[config.mk]
export PLATFORM = sky130hd
export DESIGN_NAME = seq_runner
export DESIGN_NICKNAME = d
export VERILOG_FILES = /design/src/rtl/seq_runner_pkg.sv /design/src/rtl/seq_runner_shift.sv /design/src/rtl/seq_runner.sv
export SDC_FILE = /design/constraint.sdc
export NUM_CORES = 1
export LEC_CHECK = 0
export BUFFER_PORTS_ARGS = -buffer_cell sky130_fd_sc_hd__buf_2
export CAP_MARGIN = 20
export CORE_ASPECT_RATIO = 1.5
export CORE_MARGIN = 10
export CORE_UTILIZATION = 54
export DETAILED_ROUTE_END_ITERATION = 10
export PLACE_DENSITY = 0.84
export SYNTH_ARGS = -nofsm -noshare
export SYNTH_HDL_FRONTEND = slang
export SYNTH_HIERARCHICAL = 1
export SYNTH_SLANG_ARGS = --single-unit
export TNS_END_PERCENT = 5
[constraint.sdc]
create_clock -name clk -period 2.7 [get_ports clk]
set_clock_uncertainty 0.05 [all_clocks]
set_input_delay 0.675 -clock clk [delete_from_list [all_inputs] [get_ports clk]]
set_output_delay 0.675 -clock clk [all_outputs]
set_load 0.03 [all_outputs]
[src/rtl/seq_runner_pkg.sv]
// Shared definitions for the pattern runner: FSM encoding, default pattern
// length and the "no hit yet" marker used by first_hit.
package seq_runner_pkg;

    localparam int unsigned SEQ_N  = 64;
    localparam logic [6:0]  NO_HIT = 7'h7F;

    typedef enum logic [2:0] {
        ST_IDLE  = 3'd0,
        ST_CLEAR = 3'd1,
        ST_RUN   = 3'd2,
        ST_DRAIN = 3'd3,
        ST_DONE  = 3'd4
    } state_t;

endpackage

[src/rtl/seq_runner_shift.sv]
// N-bit parallel-load shift register; streams MSB first, zero-filling from the
// bottom. Load takes priority over shift.
module seq_runner_shift
    import seq_runner_pkg::*;
#(
    parameter int unsigned N = SEQ_N
) (
    input  logic         clk,
    input  logic         rst,
    input  logic         load,
    input  logic         shift,
    input  logic [N-1:0] din,
    output logic         msb
);

    logic [N-1:0] sh_q;
    logic [N-1:0] sh_d;

    // next contents: load, shift or hold
    always_comb begin
        sh_d = sh_q;
        if (load) begin
            sh_d = din;
        end else if (shift) begin
            sh_d = {sh_q[N-2:0], 1'b0};
        end else begin
            sh_d = sh_q;
        end
    end

    // storage
    always_ff @(posedge clk) begin
        if (rst) begin
            sh_q <= {N{1'b0}};
        end else begin
            sh_q <= sh_d;
        end
    end

    assign msb = sh_q[N-1];

endmodule

[src/rtl/seq_runner.sv]
// Streams a captured N-bit pattern MSB first into an external serial detector
// and records which stream positions made the detector fire.
module seq_runner
    import seq_runner_pkg::*;
#(
    parameter int unsigned N = SEQ_N
) (
    input  logic         clk,
    input  logic         rst,
    input  logic         start,
    input  logic         abort,
    input  logic [N-1:0] seq_in,
    output logic         det_rst,
    output logic         det_x,
    input  logic         det_y,
    output logic         busy,
    output logic         done,
    output logic [6:0]   hit_count,
    output logic [6:0]   first_hit,
    output logic [N-1:0] hit_map
);

    state_t       state_q, state_d;
    logic [6:0]   idx_q, idx_d;
    logic [6:0]   hit_count_q, hit_count_d;
    logic [6:0]   first_hit_q, first_hit_d;
    logic [N-1:0] hit_map_q, hit_map_d;
    logic         busy_q, busy_d;
    logic         done_q, done_d;
    logic         det_rst_q, det_rst_d;
    logic         det_x_q, det_x_d;

    logic         accept_s;
    logic         shift_en_s;
    logic         sh_msb_s;
    logic         sample_s;
    logic [6:0]   sample_idx_s;
    logic [N-1:0] sample_mask_s;

    assign accept_s = (state_q == ST_IDLE) && start;

    seq_runner_shift #(.N(N)) u_shift (
        .clk   (clk),
        .rst   (rst),
        .load  (accept_s),
        .shift (shift_en_s),
        .din   (seq_in),
        .msb   (sh_msb_s)
    );

    // state register
    always_ff @(posedge clk) begin
        if (rst) begin
            state_q <= ST_IDLE;
        end else begin
            state_q <= state_d;
        end
    end

    // next-state logic
    always_comb begin
        state_d = state_q;
        case (state_q)
            ST_IDLE:  state_d = start ? ST_CLEAR : ST_IDLE;
            ST_CLEAR: state_d = abort ? ST_IDLE : ST_RUN;
            ST_RUN:   state_d = abort ? ST_IDLE :
                                ((idx_q == 7'(N - 1)) ? ST_DRAIN : ST_RUN);
            ST_DRAIN: state_d = abort ? ST_IDLE : ST_DONE;
            ST_DONE:  state_d = ST_IDLE;
            default:  state_d = ST_IDLE;
        endcase
    end

    // Outputs are decoded from the next state so they are flop-driven yet
    // line up with the state they belong to; the bit fed to the detector is
    // the one the shift register advances past on the same edge.
    always_comb begin
        busy_d     = (state_d != ST_IDLE);
        done_d     = (state_d == ST_DONE);
        det_rst_d  = (state_d == ST_CLEAR);
        shift_en_s = (state_d == ST_RUN);
        det_x_d    = (state_d == ST_RUN) ? sh_msb_s : 1'b0;
    end

    // det_y lags det_x by one cycle, so RUN cycle k (k>=1) and DRAIN report index k-1
    always_comb begin
        idx_d         = (state_q == ST_RUN) ? (idx_q + 7'd1) : 7'd0;
        sample_s      = ((state_q == ST_RUN) && (idx_q != 7'd0)) || (state_q == ST_DRAIN);
        sample_idx_s  = idx_q - 7'd1;
        sample_mask_s = {{(N-1){1'b0}}, 1'b1} << sample_idx_s;
    end

    // result accumulation
    always_comb begin
        hit_count_d = hit_count_q;
        first_hit_d = first_hit_q;
        hit_map_d   = hit_map_q;
        if (accept_s) begin
            hit_count_d = 7'd0;
            first_hit_d = NO_HIT;
            hit_map_d   = {N{1'b0}};
        end else if (sample_s && det_y) begin
            hit_count_d = hit_count_q + 7'd1;
            hit_map_d   = hit_map_q | sample_mask_s;
            first_hit_d = (first_hit_q == NO_HIT) ? sample_idx_s : first_hit_q;
        end else begin
            hit_count_d = hit_count_q;
        end
    end

    // datapath and output registers
    always_ff @(posedge clk) begin
        if (rst) begin
            idx_q       <= 7'd0;
            hit_count_q <= 7'd0;
            first_hit_q <= NO_HIT;
            hit_map_q   <= {N{1'b0}};
            busy_q      <= 1'b0;
            done_q      <= 1'b0;
            det_rst_q   <= 1'b1;
            det_x_q     <= 1'b0;
        end else begin
            idx_q       <= idx_d;
            hit_count_q <= hit_count_d;
            first_hit_q <= first_hit_d;
            hit_map_q   <= hit_map_d;
            busy_q      <= busy_d;
            done_q      <= done_d;
            det_rst_q   <= det_rst_d;
            det_x_q     <= det_x_d;
        end
    end

    assign busy      = busy_q;
    assign done      = done_q;
    assign det_rst   = det_rst_q;
    assign det_x     = det_x_q;
    assign hit_count = hit_count_q;
    assign first_hit = first_hit_q;
    assign hit_map   = hit_map_q;

endmodule

==> flow_summary.yaml, run 1 <==
die:
  core_sq_um: 11600
  ios: 151
  die_x_um: 109
  die_area_sq_um: 16800
  start_util_pct: 55.6
  die_h_um: 154
  row_count: 48
detailed_routing:
  drt-initial-drc-count: 214
  wl_per_cell_um: 16.4
  wl_mm: 16.0
  viasPerCell: 5.45
  firstDrtPassIters: 4
  ant_nets: 0
  via_count: 5295
  drc: 0
hold_path:
  min_path_type: "reg2reg"
sta:
  worstMarginPinSlew_ps: 600
  relSlewSlack_pct: 60.0
  finalCritPeriodShare_pct: 89.8
  fin_crit_ps: 2430
  rsz0062_at_grt: "false"
  final-hold-violation-count: 0
  fin_setup_tns_ps: 0
  setup_viol: 0
  maxSlewViolCount: 0
  fmax_mhz: 412
finish:
  final_nets: 885
  area_growth_pct: 21.9
  drive_gt1_share_pct: 27.6
  fill_cells: 899
  antenna_cells: 0
global_route:
  grt_pass1_vias: 5468
  grt_pass1_wl_mm: 26.1
  overflow: 0
  antenna_found_initial: 0
  grt_max_degree: 66
  grt_usage_pct: 18.8
placement:
  gp_congestion: 0.863
  hpwl_mm: 11.5
  port_buffers: 150
pwr:
  leakage_uw: 0.00312
  vdd_drop_max_mv: 0.407
  finalPower_uw: 5180
  p_per_area_nw_per_um2: 660
logic_synthesis:
  syn_inst: 669
  syn_area_sq_um: 6440
  synth-edff-count: 0
  synth_fp_nets: 745
  yosysMostFrequentCell: "dfxtp_1"
  async_flop_share_pct: 0
  synth_seq_cells: 156
  yosysWarnings: 6
  synth_top_cell_by_area: "dfxtp_1"
  synth_commonest_cells: "156 x dfxtp_1, 82 x nand2_1, 67 x nor2b_1, 64 x mux2i_1, 59 x a211oi_1"
  seq_area_frac_synth_pct: 48.5
  synth.top_cells.by_area: "dfxtp_1 48%, mux2i_1 9.9%, a211oi_1 6.9%"
  synth_cell_types: 49
  synth_flop_cell: "dfxtp_1"
  netlist.area_leader.share_pct: 48.5
  avgSynthCellArea_sq_um: 9.63
status:
  status: "completed"
clock_network:
  cts-htree-levels: 4
  cts-root-buf: "clkbuf_16"
  cts_hold_buf: 0
  cts.sinks: 156
  cts_tree: "yes"
  cts-resized-gates: 0
  clk_pin_slew_ps: 60
  cts_buffers: 17
  post_cts_buffers: 0
  ctsLongestPathBuffers: 2
  clkLatencyLatePin_ps: 410
worst_setup_path:
  required_ps: 2980
  crit_path_max_fanout: 12
  arrival_ps: 2700
  startpoint_type: "register"
  worstSetupPathType: "reg2reg"
  cp-end-kind: "register"
flow_run:
  max_cap_violations: 0
==> cell type report <==
| class | instances | area [sq um] | area share, % |
|---|---|---|---|
| tap | 150 | 188 | 2.39 |
| clock buffer | 17 | 425 | 5.42 |
| sequential | 156 | 3120 | 39.8 |
| inverter | 8 | 30.0 | 0.383 |
| timing repair buffer | 163 | 873 | 11.1 |
| multi-input combinational | 463 | 3050 | 38.9 |
| clock inverter | 15 | 155 | 1.98 |
==> metrics by stage <==
stage               area (sq um)  setup slack, ps  util [%]  instances  hold WS (ps)
global placement            7250              425      62.5        939           378
global route                7850             51.9      67.7        972           425
floorplan                   6440              565         -        669           402
CTS                         7830              294      67.5        971           399
finish                      7850              275      67.7        972           395
detailed placement          7250              326      62.5        939           387
==> per-layer routing <==
layer  vias up  part of all wire (%)  global-route usage [%]
met1      2501                    39                    20.4
met3        27                   6.6                    5.44
li1       2604                     -                       -
met4         0                   2.4                    7.59
met5         -                     0                       0
met2       163                    52                    33.1
==> state kept, by name, indices dropped and copies added (netlist names) <==
register / count
det_x: 1
state_q: 3
first_hit: 7
hit_map: 64
idx_q: 7
busy: 1
det_rst: 1
u_shift/sh_q: 64
hit_count: 7
done: 1
==> logic make-up after synthesis <==
family | share of synthesized area (%)
compound gates | 15.1
xor+xnor | 2.04
fa+ha+maj | 1.36
buf+inv | 4.43
flops | 48.5
mux | 9.95
simple gates | 18.6
==> power breakdown <==
part	leakage, uW	internal (uW)	switching (uW)	total [uW]
clock network	0.000288	1310	1030	2330
registers	0.00127	2390	52.7	2450
logic	0.00156	187	217	404
total	0.00312	3890	1300	5180
==> worst paths after layout <==
path                               endpoint  cells past startpoint  slack (ps)         from
worst max-delay path            hit_map[29]                      9         270     idx_q[0]
worst min-delay path            hit_map[57]                      2         400  hit_map[57]
worst max register to register  hit_map[29]                      9         270     idx_q[0]
worst min register to register  hit_map[57]                      2         400  hit_map[57]
==> layout by cell type (no fill, tap or decap), types with 3 or more instances in the layout <==
cell,count
buf_2,150
ha_1,7
a211oi_2,4
a211oi_1,59
xor2_1,7
inv_6,6
o21ai_2,9
nor2b_1,66
inv_1,6
nand3_1,13
a21oi_1,10
xnor2_1,8
inv_8,3
nand2b_1,3
o21ai_0,33
dfxtp_1,156
nand2_2,4
nor3_1,3
clkbuf_16,17
mux2i_1,64
or3_1,3
nand4_1,4
nand2_1,82
clkinv_2,3
and3_1,6
buf_4,11
o21ai_1,25
nor2_1,29
==> worst max-delay path, cell delays in order (launching register included) <==
cell and delay, ps:
dfxtp_1 320, buf_4 170, inv_1 110, ha_1 270
nor2b_1 290, a21oi_1 140, nor3b_1 220, buf_4 210
nand3_1 290, o21ai_0 280
No activity file was read; power rests on OpenSTA's default activity.
==> inputs of run 2 (changes only) <==
CELL_PAD_IN_SITES_DETAIL_PLACEMENT = 1   (was unset)
CELL_PAD_IN_SITES_GLOBAL_PLACEMENT = 1   (was unset)
CORE_UTILIZATION = 40   (was 54)
PLACE_DENSITY = 0.83   (was 0.84)
==> flow_summary.yaml, run 2 (synthesis gave the netlist of run 1 again) <==
status:
  status: "completed"
clock_network:
  ctsLongestPathBuffers: 2
  cts_buffers: 17
  cts_tree: "yes"
  cts.sinks: 156
  clk_pin_slew_ps: 70
  cts-htree-levels: 4
  clkLatencyLatePin_ps: 420
  cts-root-buf: "clkbuf_16"
finish:
  area_growth_pct: 24.1
  drive_gt1_share_pct: 28.2
  final_nets: 890
  final_cell_mix: "156 x dfxtp_1, 150 x buf_2, 82 x nand2_1"
  final_common_cell: "dfxtp_1"
  antenna_cells: 0
global_route:
  grt_usage_pct: 16.2
  grt_max_degree: 67
  grt_pass1_wl_mm: 28.8
  overflow: 0
  grt_pass1_vias: 5593
  antenna_found_initial: 0
die:
  die_x_um: 124
  core_sq_um: 15700
  ios: 151
  row_count: 56
  start_util_pct: 41.0
  die_h_um: 175
  die_area_sq_um: 21700
pwr:
  seqPwrFrac_pct: 46.8
  p_int_uw: 3930
  p_sw_uw: 1290
  pwr-share-comb_pct: 8.0
  p_clk_share_pct: 45.1
  switching_share_pct: 24.8
  vdd_drop_max_mv: 0.337
  p_per_area_nw_per_um2: 653
  finalPower_uw: 5220
  leakage_uw: 0.00315
worst_setup_path:
  startpoint_type: "register"
  crit_path_max_fanout: 12
  required_ps: 2970
  arrival_ps: 2740
  cp-end-kind: "register"
  worstSetupPathType: "reg2reg"
detailed_routing:
  viasPerCell: 5.10
  drc: 0
  drt-initial-drc-count: 221
  ant_nets: 0
  via_count: 5248
  wl_per_cell_um: 17.2
  wl_mm: 17.7
  firstDrtPassIters: 4
placement:
  port_buffers: 150
  gp_congestion: 0.769
  place_ws_ps: 88.2
  hpwl_mm: 13.1
sta:
  fmax_mhz: 404
  fin_crit_ps: 2470
  maxSlewViolCount: 0
  worstMarginPinSlew_ps: 680
  worst_slack_ps: 225
  setup_viol: 0
  final-hold-violation-count: 0
  relSlewSlack_pct: 54.7
  whs_ps: 398
  finalCritPeriodShare_pct: 91.7
  rsz0062_at_grt: "true"
hold_path:
  min_path_type: "reg2reg"
flow_run:
  max_cap_violations: 0
run 2: changes by cell type in the layout (fill, tap and decap cells not counted):
cell,delta
buf_12,+3
clkinvlp_4,+1
clkinv_8,-1
clkbuf_8,+2
nor2b_1,-1
clkinv_2,-2
buf_4,+2
nor2b_2,+1
inv_8,-3
clkinv_4,+4
inv_6,-1
run 2: final timing paths:
kind / from / endpoint / slack (ps) / cells after the start
worst max-delay path: idx_q[0] / hit_map[28] / 230 / 9
worst min-delay path: hit_map[47] / hit_map[47] / 400 / 2
worst max register to register: idx_q[0] / hit_map[28] / 230 / 9
worst min register to register: hit_map[47] / hit_map[47] / 400 / 2
run 2: stage by stage:
stage	utilization, %	TNS (ps)	std cells	area (sq um)
after CTS	50.9	0	1029	7980
after global placement	47.2	0	997	7400
after global routing	50.9	-15.7	1030	7990
after detailed placement	47.2	0	997	7400
final	50.9	0	1030	7990
after floorplan	-	0	669	6440
run 2: timing repair:
action                                  in CTS  in global routing
endpoints found under the setup margin       0                  9
setup buffers                                0                  1
resized for setup                            0                  1
hold buffers                                 0                  0
endpoints found under the hold margin        0                  0
run 2: final cells by class:
cell class | count | area, sq um
inverter | 8 | 30.0
clock inverter | 13 | 129
sequential | 156 | 3120
clock buffer | 19 | 453
multi-input combinational | 463 | 3060
timing repair buffer | 168 | 948
tap | 203 | 254
fill | 1847 | 7700
run 2: worst max-delay path, cell delays in order, from the launching register on:
cell	delay [ps]
dfxtp_1	310
buf_4	170
inv_1	120
ha_1	300
nor2b_2	250
a21oi_1	100
nor3b_1	350
buf_12	180
nand3_1	230
o21ai_0	290
run 2: layer usage:
metal / vias to the layer above / track usage [%] / wire, um
met5: - / 0 / 0
met4: 0 / 4.53 / 221
met3: 15 / 4.24 / 984
met2: 129 / 28.6 / 9140
met1: 2490 / 18.4 / 7370
li1: 2614 / - / -
run 2: power by group through the flow:
| stage | logic [uW] | registers [uW] | clock network, uW |
|---|---|---|---|
| 2_1_floorplan | 299 | 2480 | 0 |
| 3_3_place_gp | 412 | 2490 | 0 |
| 3_5_place_dp | 423 | 2490 | 0 |
| 4_1_cts | 426 | 2450 | 2400 |
| 5_1_grt | 466 | 2460 | 2490 |
| 6_report | 420 | 2450 | 2360 |
==> inputs of run 3 (changes only) <==
CORE_UTILIZATION = 42   (was 40)
CTS_BUF_LIST = sky130_fd_sc_hd__clkbuf_8   (was unset)
PLACE_DENSITY = 0.86   (was 0.83)
==> flow_summary.yaml, run 3 (synthesis gave the netlist of run 1 again) <==
clock_network:
  cts.sinks: 156
  cts_buffers: 17
  ctsLongestPathBuffers: 2
  cts-htree-levels: 4
  clk_pin_slew_ps: 90
  post_cts_buffers: 0
  cts_hold_buf: 0
  cts_tree: "yes"
  cts-resized-gates: 0
  clkLatencyLatePin_ps: 440
  cts-root-buf: "clkbuf_8"
worst_setup_path:
  r2r_setup_slack_ps: 240
  worstSetupPathType: "reg2reg"
  worstSetupPathDepth: 8
  cp_slowest_cell: "nor2b_4"
  r2r_cells: 8
  path_buf_inv: 1
  path_cells: "ha_1 -> and3_1 -> a31oi_1 -> or3_1 -> nor2b_4 -> buf_12 -> mux2i_1 -> a211oi_1"
  critical_path.max_stage_delay_ps: 390
  required_ps: 2990
  worstReg2RegStart: "idx_q[0]"
  r2r-end: "u_shift/sh_q[11]"
  crit_family: "simple AND/OR/NAND/NOR gates"
  startpoint_type: "register"
  crit_path_max_fanout: 34
  arrival_ps: 2750
  cp-end-kind: "register"
global_route:
  grt_max_degree: 70
  grt_usage_pct: 16.8
  grt_pass1_vias: 5735
  met3_usage_pct: 5.58
  grt_pass1_wl_mm: 28.6
  use_met1_pct: 17.2
  busiest_layer: "met2"
  overflow: 0
  antenna_found_initial: 0
  use_met2_pct: 30.9
sta:
  fmax_mhz: 406
  maxSlewViolCount: 0
  worstMarginPinSlew_ps: 705
  fin_crit_ps: 2460
  final-hold-violation-count: 0
  finalCritPeriodShare_pct: 91.2
  rsz0062_at_grt: "false"
  relSlewSlack_pct: 53.0
  setup_viol: 0
  fin_setup_tns_ps: 0
pwr:
  seqPwrFrac_pct: 52.6
  leakage_uw: 0.00306
  p_clk_share_pct: 38.4
  p_int_uw: 3450
  vdd_drop_max_mv: 0.278
  p_sw_uw: 1200
  pwr-share-comb_pct: 9.0
  switching_share_pct: 25.7
  p_per_area_nw_per_um2: 597
finish:
  fin_util_pct: 51.6
  drive_gt1_share_pct: 27.8
  area_growth_pct: 20.8
  fill_cells: 1805
  antenna_cells: 0
  postLayoutCellArea_sq_um: 7780
  final_cell_mix: "156 x dfxtp_1, 150 x buf_2, 82 x nand2_1"
  final_common_cell: "dfxtp_1"
  final_nets: 888
detailed_routing:
  ant_nets: 0
  drc: 0
  via_count: 5298
  wl_mm: 17.5
  wl_per_cell_um: 17.1
  viasPerCell: 5.17
  drt-initial-drc-count: 170
  firstDrtPassIters: 4
die:
  die_h_um: 172
  die_area_sq_um: 20800
  die_x_um: 121
  row_count: 55
  ios: 151
  core_sq_um: 15100
  start_util_pct: 42.7
placement:
  gp_congestion: 0.812
  dpl_cell_area_sq_um: 7380
  hpwl_mm: 13.3
  port_buffers: 150
hold_path:
  min_path_type: "reg2reg"
  worstHoldStart: "hit_map[8]"
  whs_path_depth: 2
  hold_path_end: "hit_map[8]"
status:
  status: "completed"
flow_run:
  max_cap_violations: 0
==> run 3: cell count changes in the layout (fill, tap and decap cells not counted), sizes merged <==
| cell | before | now |
|---|---|---|
| clkinv | 5 | 2 |
| buf | 168 | 166 |
| inv | 13 | 15 |
| bufinv | 1 | 2 |
| clkbuf | 19 | 18 |
| clkinvlp | 2 | 3 |
==> run 3: tightest hold or removal path, stage by stage, from the launching register on <==
cell     delay, ps
dfxtp_1        330
nand2_1         40
o21ai_0         50
==> run 3: layer usage <==
metal / vias up / wire, um
met5: - / 0
met4: 0 / 329
met3: 19 / 1110
met2: 137 / 9280
met1: 2528 / 6790
li1: 2614 / -
==> run 3: final cells by class <==
class	count	area, sq um	area share (%)
flip-flops and latches	156	3120	40.1
multi-input cells	463	3050	39.2
repair buffers	166	921	11.8
well taps	199	249	3.20
clock buffers	18	248	3.18
clock inverters	14	159	2.04
inverters	8	30.0	0.386
==> run 3: worst max path at each step <==
stage | startpoint | to | slack (ps)
CTS | idx_q[1] | hit_map[0] | 210
global route | idx_q[1] | hit_map[3] | 3
finish | idx_q[0] | u_shift/sh_q[11] | 240
global placement | start | u_shift/sh_q[18] | 280
floorplan | idx_q[0] | first_hit[4] | 570
detailed placement | start | u_shift/sh_q[11] | 170
==> run 3: power by group through the flow <==
stage | sequential, uW | combinational, uW | clock [uW]
after floorplan | 2480 | 299 | 0
after global routing | 2460 | 462 | 1930
final | 2440 | 417 | 1780
after global placement | 2490 | 404 | 0
after CTS | 2450 | 422 | 1850
after detailed placement | 2500 | 421 | 0
==> run 3: metrics by stage <==
stage	setup WS [ps]	cells	power [uW]	hold slack, ps
floorplan	565	669	2780	402
global placement	285	992	2900	379
detailed placement	169	992	2920	388
CTS	208	1024	4710	400
global route	2.66	1024	4850	429
finish	238	1024	4650	401
